### config.mk
export PLATFORM = sky130hd
export DESIGN_NAME = multicycle_ctrl
export DESIGN_NICKNAME = d
export VERILOG_FILES = /design/src/rtl/ctrl_pkg.sv /design/src/rtl/ctrl_decode.sv /design/src/rtl/multicycle_ctrl.sv
export SDC_FILE = /design/constraint.sdc
export NUM_CORES = 1
export LEC_CHECK = 0
export CAP_MARGIN = 5
export CORE_MARGIN = 5
export CORE_UTILIZATION = 40
export CTS_CLUSTER_SIZE = 10
export DETAILED_ROUTE_END_ITERATION = 8
export GPL_TIMING_DRIVEN = 1
export PLACE_DENSITY_LB_ADDON = 0.3
export SLEW_MARGIN = 0
export SYNTH_ARGS = -nofsm -noshare
export SYNTH_HDL_FRONTEND = slang
export SYNTH_SLANG_ARGS = --single-unit
### constraint.sdc
create_clock -name CLK -period 2.6 [get_ports CLK]
set_clock_uncertainty 0.1 [all_clocks]
set_input_delay 0.52 -clock CLK [delete_from_list [all_inputs] [get_ports CLK]]
set_output_delay 0.52 -clock CLK [all_outputs]
set_load 0.05 [all_outputs]
### src/rtl/ctrl_pkg.sv
// Shared encodings for the multi-cycle controller: opcodes, FSM states,
// ALU operations, PC source selects and the opcode class used by the FSM.
package ctrl_pkg;

  localparam logic [5:0] OP_ADD   = 6'b000000;
  localparam logic [5:0] OP_SUB   = 6'b000001;
  localparam logic [5:0] OP_ADDIU = 6'b000010;
  localparam logic [5:0] OP_AND   = 6'b010000;
  localparam logic [5:0] OP_ANDI  = 6'b010001;
  localparam logic [5:0] OP_ORI   = 6'b010010;
  localparam logic [5:0] OP_SLL   = 6'b011000;
  localparam logic [5:0] OP_SLTI  = 6'b011100;
  localparam logic [5:0] OP_SW    = 6'b100110;
  localparam logic [5:0] OP_LW    = 6'b100111;
  localparam logic [5:0] OP_BEQ   = 6'b110000;
  localparam logic [5:0] OP_BNE   = 6'b110001;
  localparam logic [5:0] OP_J     = 6'b111000;
  localparam logic [5:0] OP_HALT  = 6'b111111;

  typedef enum logic [2:0] {
    S_IF     = 3'b000,
    S_ID     = 3'b001,
    S_EXE_LS = 3'b010,
    S_MEM    = 3'b011,
    S_WB_LD  = 3'b100,
    S_EXE_BR = 3'b101,
    S_EXE_AL = 3'b110,
    S_WB_AL  = 3'b111
  } state_t;

  localparam logic [2:0] ALU_ADD = 3'b000;
  localparam logic [2:0] ALU_SUB = 3'b001;
  localparam logic [2:0] ALU_AND = 3'b010;
  localparam logic [2:0] ALU_OR  = 3'b011;
  localparam logic [2:0] ALU_SLL = 3'b100;
  localparam logic [2:0] ALU_SLT = 3'b101;

  localparam logic [1:0] PC_NEXT   = 2'b00;
  localparam logic [1:0] PC_BRANCH = 2'b01;
  localparam logic [1:0] PC_JUMP   = 2'b10;

  // Instruction class: everything the FSM needs to know about an opcode.
  typedef enum logic [2:0] {
    CLS_UNDEF = 3'd0,
    CLS_ALU   = 3'd1,
    CLS_LW    = 3'd2,
    CLS_SW    = 3'd3,
    CLS_BEQ   = 3'd4,
    CLS_BNE   = 3'd5,
    CLS_J     = 3'd6,
    CLS_HALT  = 3'd7
  } op_class_t;

endpackage

### src/rtl/ctrl_decode.sv
// Combinational opcode decoder for the multi-cycle controller.
// Define CTRL_BNE_EN to decode bne (110001); otherwise it is an undefined opcode.
module ctrl_decode
  import ctrl_pkg::*;
(
  input  logic [5:0] opcode,
  output logic [2:0] alu_op,
  output logic       alu_src_b,
  output logic       ext_sel,
  output logic       reg_dst,
  output logic       db_data_src,
  output op_class_t  op_class
);

  always_comb begin
    alu_op      = ALU_ADD;
    alu_src_b   = 1'b0;
    ext_sel     = 1'b0;
    reg_dst     = 1'b0;
    db_data_src = 1'b0;
    op_class    = CLS_UNDEF;
    case (opcode)
      OP_ADD:   begin alu_op = ALU_ADD; reg_dst = 1'b1; op_class = CLS_ALU; end
      OP_SUB:   begin alu_op = ALU_SUB; reg_dst = 1'b1; op_class = CLS_ALU; end
      OP_ADDIU: begin
        alu_op = ALU_ADD; alu_src_b = 1'b1; ext_sel = 1'b1; op_class = CLS_ALU;
      end
      OP_AND:   begin alu_op = ALU_AND; reg_dst = 1'b1; op_class = CLS_ALU; end
      OP_ANDI:  begin alu_op = ALU_AND; alu_src_b = 1'b1; op_class = CLS_ALU; end
      OP_ORI:   begin alu_op = ALU_OR;  alu_src_b = 1'b1; op_class = CLS_ALU; end
      OP_SLL:   begin alu_op = ALU_SLL; reg_dst = 1'b1; op_class = CLS_ALU; end
      OP_SLTI:  begin
        alu_op = ALU_SLT; alu_src_b = 1'b1; ext_sel = 1'b1; op_class = CLS_ALU;
      end
      OP_SW:    begin
        alu_op = ALU_ADD; alu_src_b = 1'b1; ext_sel = 1'b1; op_class = CLS_SW;
      end
      OP_LW:    begin
        alu_op = ALU_ADD; alu_src_b = 1'b1; ext_sel = 1'b1;
        db_data_src = 1'b1; op_class = CLS_LW;
      end
      OP_BEQ:   begin alu_op = ALU_SUB; ext_sel = 1'b1; op_class = CLS_BEQ; end
`ifdef CTRL_BNE_EN
      OP_BNE:   begin alu_op = ALU_SUB; ext_sel = 1'b1; op_class = CLS_BNE; end
`endif
      OP_J:     op_class = CLS_J;
      OP_HALT:  op_class = CLS_HALT;
      default:  op_class = CLS_UNDEF;
    endcase
  end

endmodule

### src/rtl/multicycle_ctrl.sv
// Multi-cycle MIPS-subset control unit: IF/ID/EXE/MEM/WB sequencer plus
// state-qualified datapath enables. Optional bne support via CTRL_BNE_EN.
module multicycle_ctrl
  import ctrl_pkg::*;
(
  input  logic       CLK,
  input  logic       Reset,
  input  logic [5:0] Opcode,
  input  logic       zero,
  output logic       PCWre,
  output logic [1:0] PCSrc,
  output logic       IRWre,
  output logic       ExtSel,
  output logic       ALUSrcB,
  output logic [2:0] ALUOp,
  output logic       mRD,
  output logic       mWR,
  output logic       RegWre,
  output logic       RegDst,
  output logic       DBDataSrc,
  output logic [2:0] state
);

  state_t    state_q;
  state_t    state_d;
  logic [2:0] dec_alu_op;
  logic       dec_alu_src_b;
  logic       dec_ext_sel;
  logic       dec_reg_dst;
  logic       dec_db_data_src;
  op_class_t  dec_class;
  logic       branch_taken;

  ctrl_decode u_decode (
    .opcode      (Opcode),
    .alu_op      (dec_alu_op),
    .alu_src_b   (dec_alu_src_b),
    .ext_sel     (dec_ext_sel),
    .reg_dst     (dec_reg_dst),
    .db_data_src (dec_db_data_src),
    .op_class    (dec_class)
  );

  always_ff @(posedge CLK or negedge Reset) begin
    if (!Reset) state_q <= S_IF;
    else        state_q <= state_d;
  end

  always_comb begin
    state_d = state_q;
    case (state_q)
      S_IF: state_d = S_ID;
      S_ID: begin
        case (dec_class)
          CLS_J:            state_d = S_IF;
          CLS_HALT:         state_d = S_ID;
          CLS_BEQ, CLS_BNE: state_d = S_EXE_BR;
          CLS_LW, CLS_SW:   state_d = S_EXE_LS;
          CLS_ALU:          state_d = S_EXE_AL;
          default:          state_d = S_IF;
        endcase
      end
      S_EXE_AL: state_d = S_WB_AL;
      S_WB_AL:  state_d = S_IF;
      S_EXE_BR: state_d = S_IF;
      S_EXE_LS: state_d = S_MEM;
      S_MEM:    state_d = (dec_class == CLS_LW) ? S_WB_LD : S_IF;
      S_WB_LD:  state_d = S_IF;
      default:  state_d = S_IF;
    endcase
  end

  // bne only ever appears as a class when the decoder was built with it.
  assign branch_taken = (dec_class == CLS_BNE) ? ~zero : zero;

  // Every output is held at zero while Reset is low, decode fields included.
  always_comb begin
    PCWre     = 1'b0;
    PCSrc     = PC_NEXT;
    IRWre     = 1'b0;
    ExtSel    = 1'b0;
    ALUSrcB   = 1'b0;
    ALUOp     = ALU_ADD;
    mRD       = 1'b0;
    mWR       = 1'b0;
    RegWre    = 1'b0;
    RegDst    = 1'b0;
    DBDataSrc = 1'b0;
    state     = 3'b000;
    if (Reset) begin
      state     = state_q;
      ExtSel    = dec_ext_sel;
      ALUSrcB   = dec_alu_src_b;
      ALUOp     = dec_alu_op;
      RegDst    = dec_reg_dst;
      DBDataSrc = dec_db_data_src;
      case (state_q)
        S_IF: IRWre = 1'b1;
        S_ID: begin
          if (dec_class == CLS_J) begin
            PCWre = 1'b1;
            PCSrc = PC_JUMP;
          end else if (dec_class == CLS_UNDEF) begin
            PCWre = 1'b1;
          end
        end
        S_EXE_BR: begin
          PCWre = 1'b1;
          if (branch_taken) PCSrc = PC_BRANCH;
        end
        S_MEM: begin
          if (dec_class == CLS_LW) mRD = 1'b1;
          if (dec_class == CLS_SW) begin
            mWR   = 1'b1;
            PCWre = 1'b1;
          end
        end
        S_WB_AL, S_WB_LD: begin
          RegWre = 1'b1;
          PCWre  = 1'b1;
        end
        default: ;
      endcase
    end
  end

endmodule

==> reports/results.txt <==
DR vias - 1092
synthesized area - 613 um2
I/O pins - 26
final hold violation count - 0
max FFs per register - 3
Buffers on Ports - 25
Worst Hold Class - input port to async pin
first-pass GRT wire length - 5.20 mm
Max Clock Freq - 390 MHz
H-tree depth - 1
Post-DRT Antenna Nets - 0
crit-path cells - clkdlybuf4s15_2 -> buf_4 -> nor3_2 -> o21ai_0 -> a21oi_1 -> o21a_1 -> buf_12
share of layout cells above drive strength 1 - 52.3%
post-route cell area - 0.00138 mm2
kind of critical path - input port to primary output
width of the die - 49.2 um
syn avg cell area - 6.13 um2
drt pass-1 iters - 4
worst path required time - 1.98 ns
worst slack at placement - -0.374 ns
initial antenna violation count - 0
std cell rows - 14
Hold WS - 0.0311 ns
root buf cell - clkbuf_4
diode count - 0
vias in the first global route - 1097
Remaining Overflow, GRT - 0
count of cell types in the netlist - 34
Core ar. - 0.00147 mm2
footprint of the multi-input gates - 581 um2
post-route minimum period - 2.57 ns
syn nets - 109
status - complete, no violations
Area after DPL - 0.00128 mm2
hold bufs inserted after CTS - 0
max_slew headroom - 72.5%
biggest regs - state_q (3)
startpoint types - input port
TritonCTS clock tree - built
max-slew violations - 0
Synth Register Bits - 3
worst IR drop on VDD - 0.585 mV
die height - 49.2 um
Final WS setup - 0.0340 ns
FF-to-FF path depth - 3
post-DP HPWL - 2.16 mm
mean routed wirelength per cell - 19.5 um
Residual DRC - 0
crit path DAT - 1.95 ns
clock-pin slew on the worst setup and hold paths - 0.04 ns
Clk Latency, worst-skew pair - 0.24 ns
Slowest-stage cell, CP - clkdlybuf4s15_2
Post-Synthesis Cells - 100
max cap viols - 0
Filler Cells Inserted - 47
Area Overhead vs Synth - 125%
sequential cell area fraction in the yosys report - 12.2%
final period utilization - 98.7%
clock sink count - 3
Final #Nets - 165
TNS Setup - 0 ns
CTS buffer count - 3
die area - 0.00242 mm2
sequential cell area - 75.1 um2
EDFF count, synth - 0
synth warn - 0
worst-path fanout max - 8
largest net degree at the start of global routing - 13
dpl cells - 163
FFs w/ async S/R, synth - 100%
GPL Wtd Cong - 0.962
number of DRC markers in iteration 0 - 94
Least-Margin Pin Slew - 0.413 ns
gr usage total - 26.4%
fin cells - 171
Pleak - 0.000584 uW
WL final - 3.34 mm
DR vias/cell - 6.39
predominant post-synthesis flop cell - dfrtp_1
Initial Util - 41.7%
PD cells - 469 mW/mm2
crit end category - primary output
final setup violation count - 0
Clock Tree Buf Depth - 2
Reg with most FFs - state_q
CP peak stage delay - 0.26 ns
cells by family (layout without fill, tap and decap cells):
logic type | after synthesis | count (layout) | share of synthesized area, %
simple gates | 60 | 60 | 51.4
flops | 3 | 3 | 12.2
compound gates | 27 | 27 | 27.6
buf+inv | 10 | 65 | 8.78
synth_stat cells, types with 2 or more instances:
library cell	number	share of area, %
or2_2	2	2.0
o22ai_1	2	2.0
nor2_1	13	8.0
o21ai_1	3	2.4
o21ai_0	5	4.1
nand2_1	12	7.3
nand3_1	6	4.9
clkbuf_1	3	1.8
dfrtp_1	3	12
o21a_1	3	3.7
and2_1	5	5.1
nand2b_1	5	5.1
nor3_1	6	4.9
nor4b_1	2	2.9
a21oi_1	7	5.7
or2_1	2	2.0
buf_2	4	3.3
per-layer routing:
layer  track usage, %  part of all wire [%]  vias up
li1                 -                     -      468
met1             33.0                    35      492
met2             44.0                    48      103
met3             3.06                    11       29
met4             12.6                   5.5        0
met5                0                     0        -
through the flow:
step | power (uW) | util (%)
6_report | 646 | 93.6
5_1_grt | 671 | 93.6
4_1_cts | 618 | 91.2
3_5_place_dp | 519 | 87.1
3_3_place_gp | 504 | 87.1
2_1_floorplan | 324 | -
final cells by class:
class                           instances  share of cell area (%)
Inverter                                1                   0.272
Tap cell                               16                    1.45
Multi-Input combinational cell         87                    42.1
Clock buffer                            4                    1.91
Timing Repair Buffer                   60                    48.8
Sequential cell                         3                    5.45
worst max-delay path: cells and delay by family:
| family | cells | cell delay (ns) |
|---|---|---|
| simple gates | 1 | 0.25 |
| buf+inv | 3 | 0.59 |
| compound gates | 3 | 0.58 |
repair_timing:
item / CTS / global route
endpoints found under the hold margin: 0 / 0
pin swaps: 5 / 5
setup buffers: 1 / 3
resized for setup: 21 / 16
setup endpoints to repair: 8 / 6
report_power, final:
part	total (uW)	switching, uW	internal, uW	leakage [uW]
Combinational	442	244	198	0.000530
Clock	86.9	29.1	57.8	0.0000150
Sequential	117	54.3	63.0	0.0000388
Total	646	328	319	0.000584
cells in the final DEF (no fill, tap or decap), drive strengths merged, types with 2 or more instances in the layout:
| cell | count |
|---|---|
| buf | 54 |
| nor2 | 14 |
| nand2 | 12 |
| o21ai | 8 |
| a21oi | 7 |
| nand3 | 6 |
| nor3 | 6 |
| clkbuf | 6 |
| nand2b | 5 |
| and2 | 5 |
| or2 | 4 |
| o21a | 3 |
| dfrtp | 3 |
| nor4b | 2 |
| o22ai | 2 |
| clkdlybuf4s15 | 2 |
worst paths after layout:
kind                                      startpoint                    to  slack [ns]
worst min register to register  state_q[2]$_DFF_PN0_  state_q[0]$_DFF_PN0_        0.53
worst max register to register  state_q[1]$_DFF_PN0_  state_q[2]$_DFF_PN0_        1.23
max in group asynchronous                      Reset  state_q[0]$_DFF_PN0_        1.99
min in group CLK                state_q[2]$_DFF_PN0_  state_q[0]$_DFF_PN0_        0.53
worst max-delay path                       Opcode[5]               ALUSrcB        0.03
worst min-delay path                           Reset  state_q[2]$_DFF_PN0_        0.03
No activity file was read; power rests on OpenSTA's default activity.
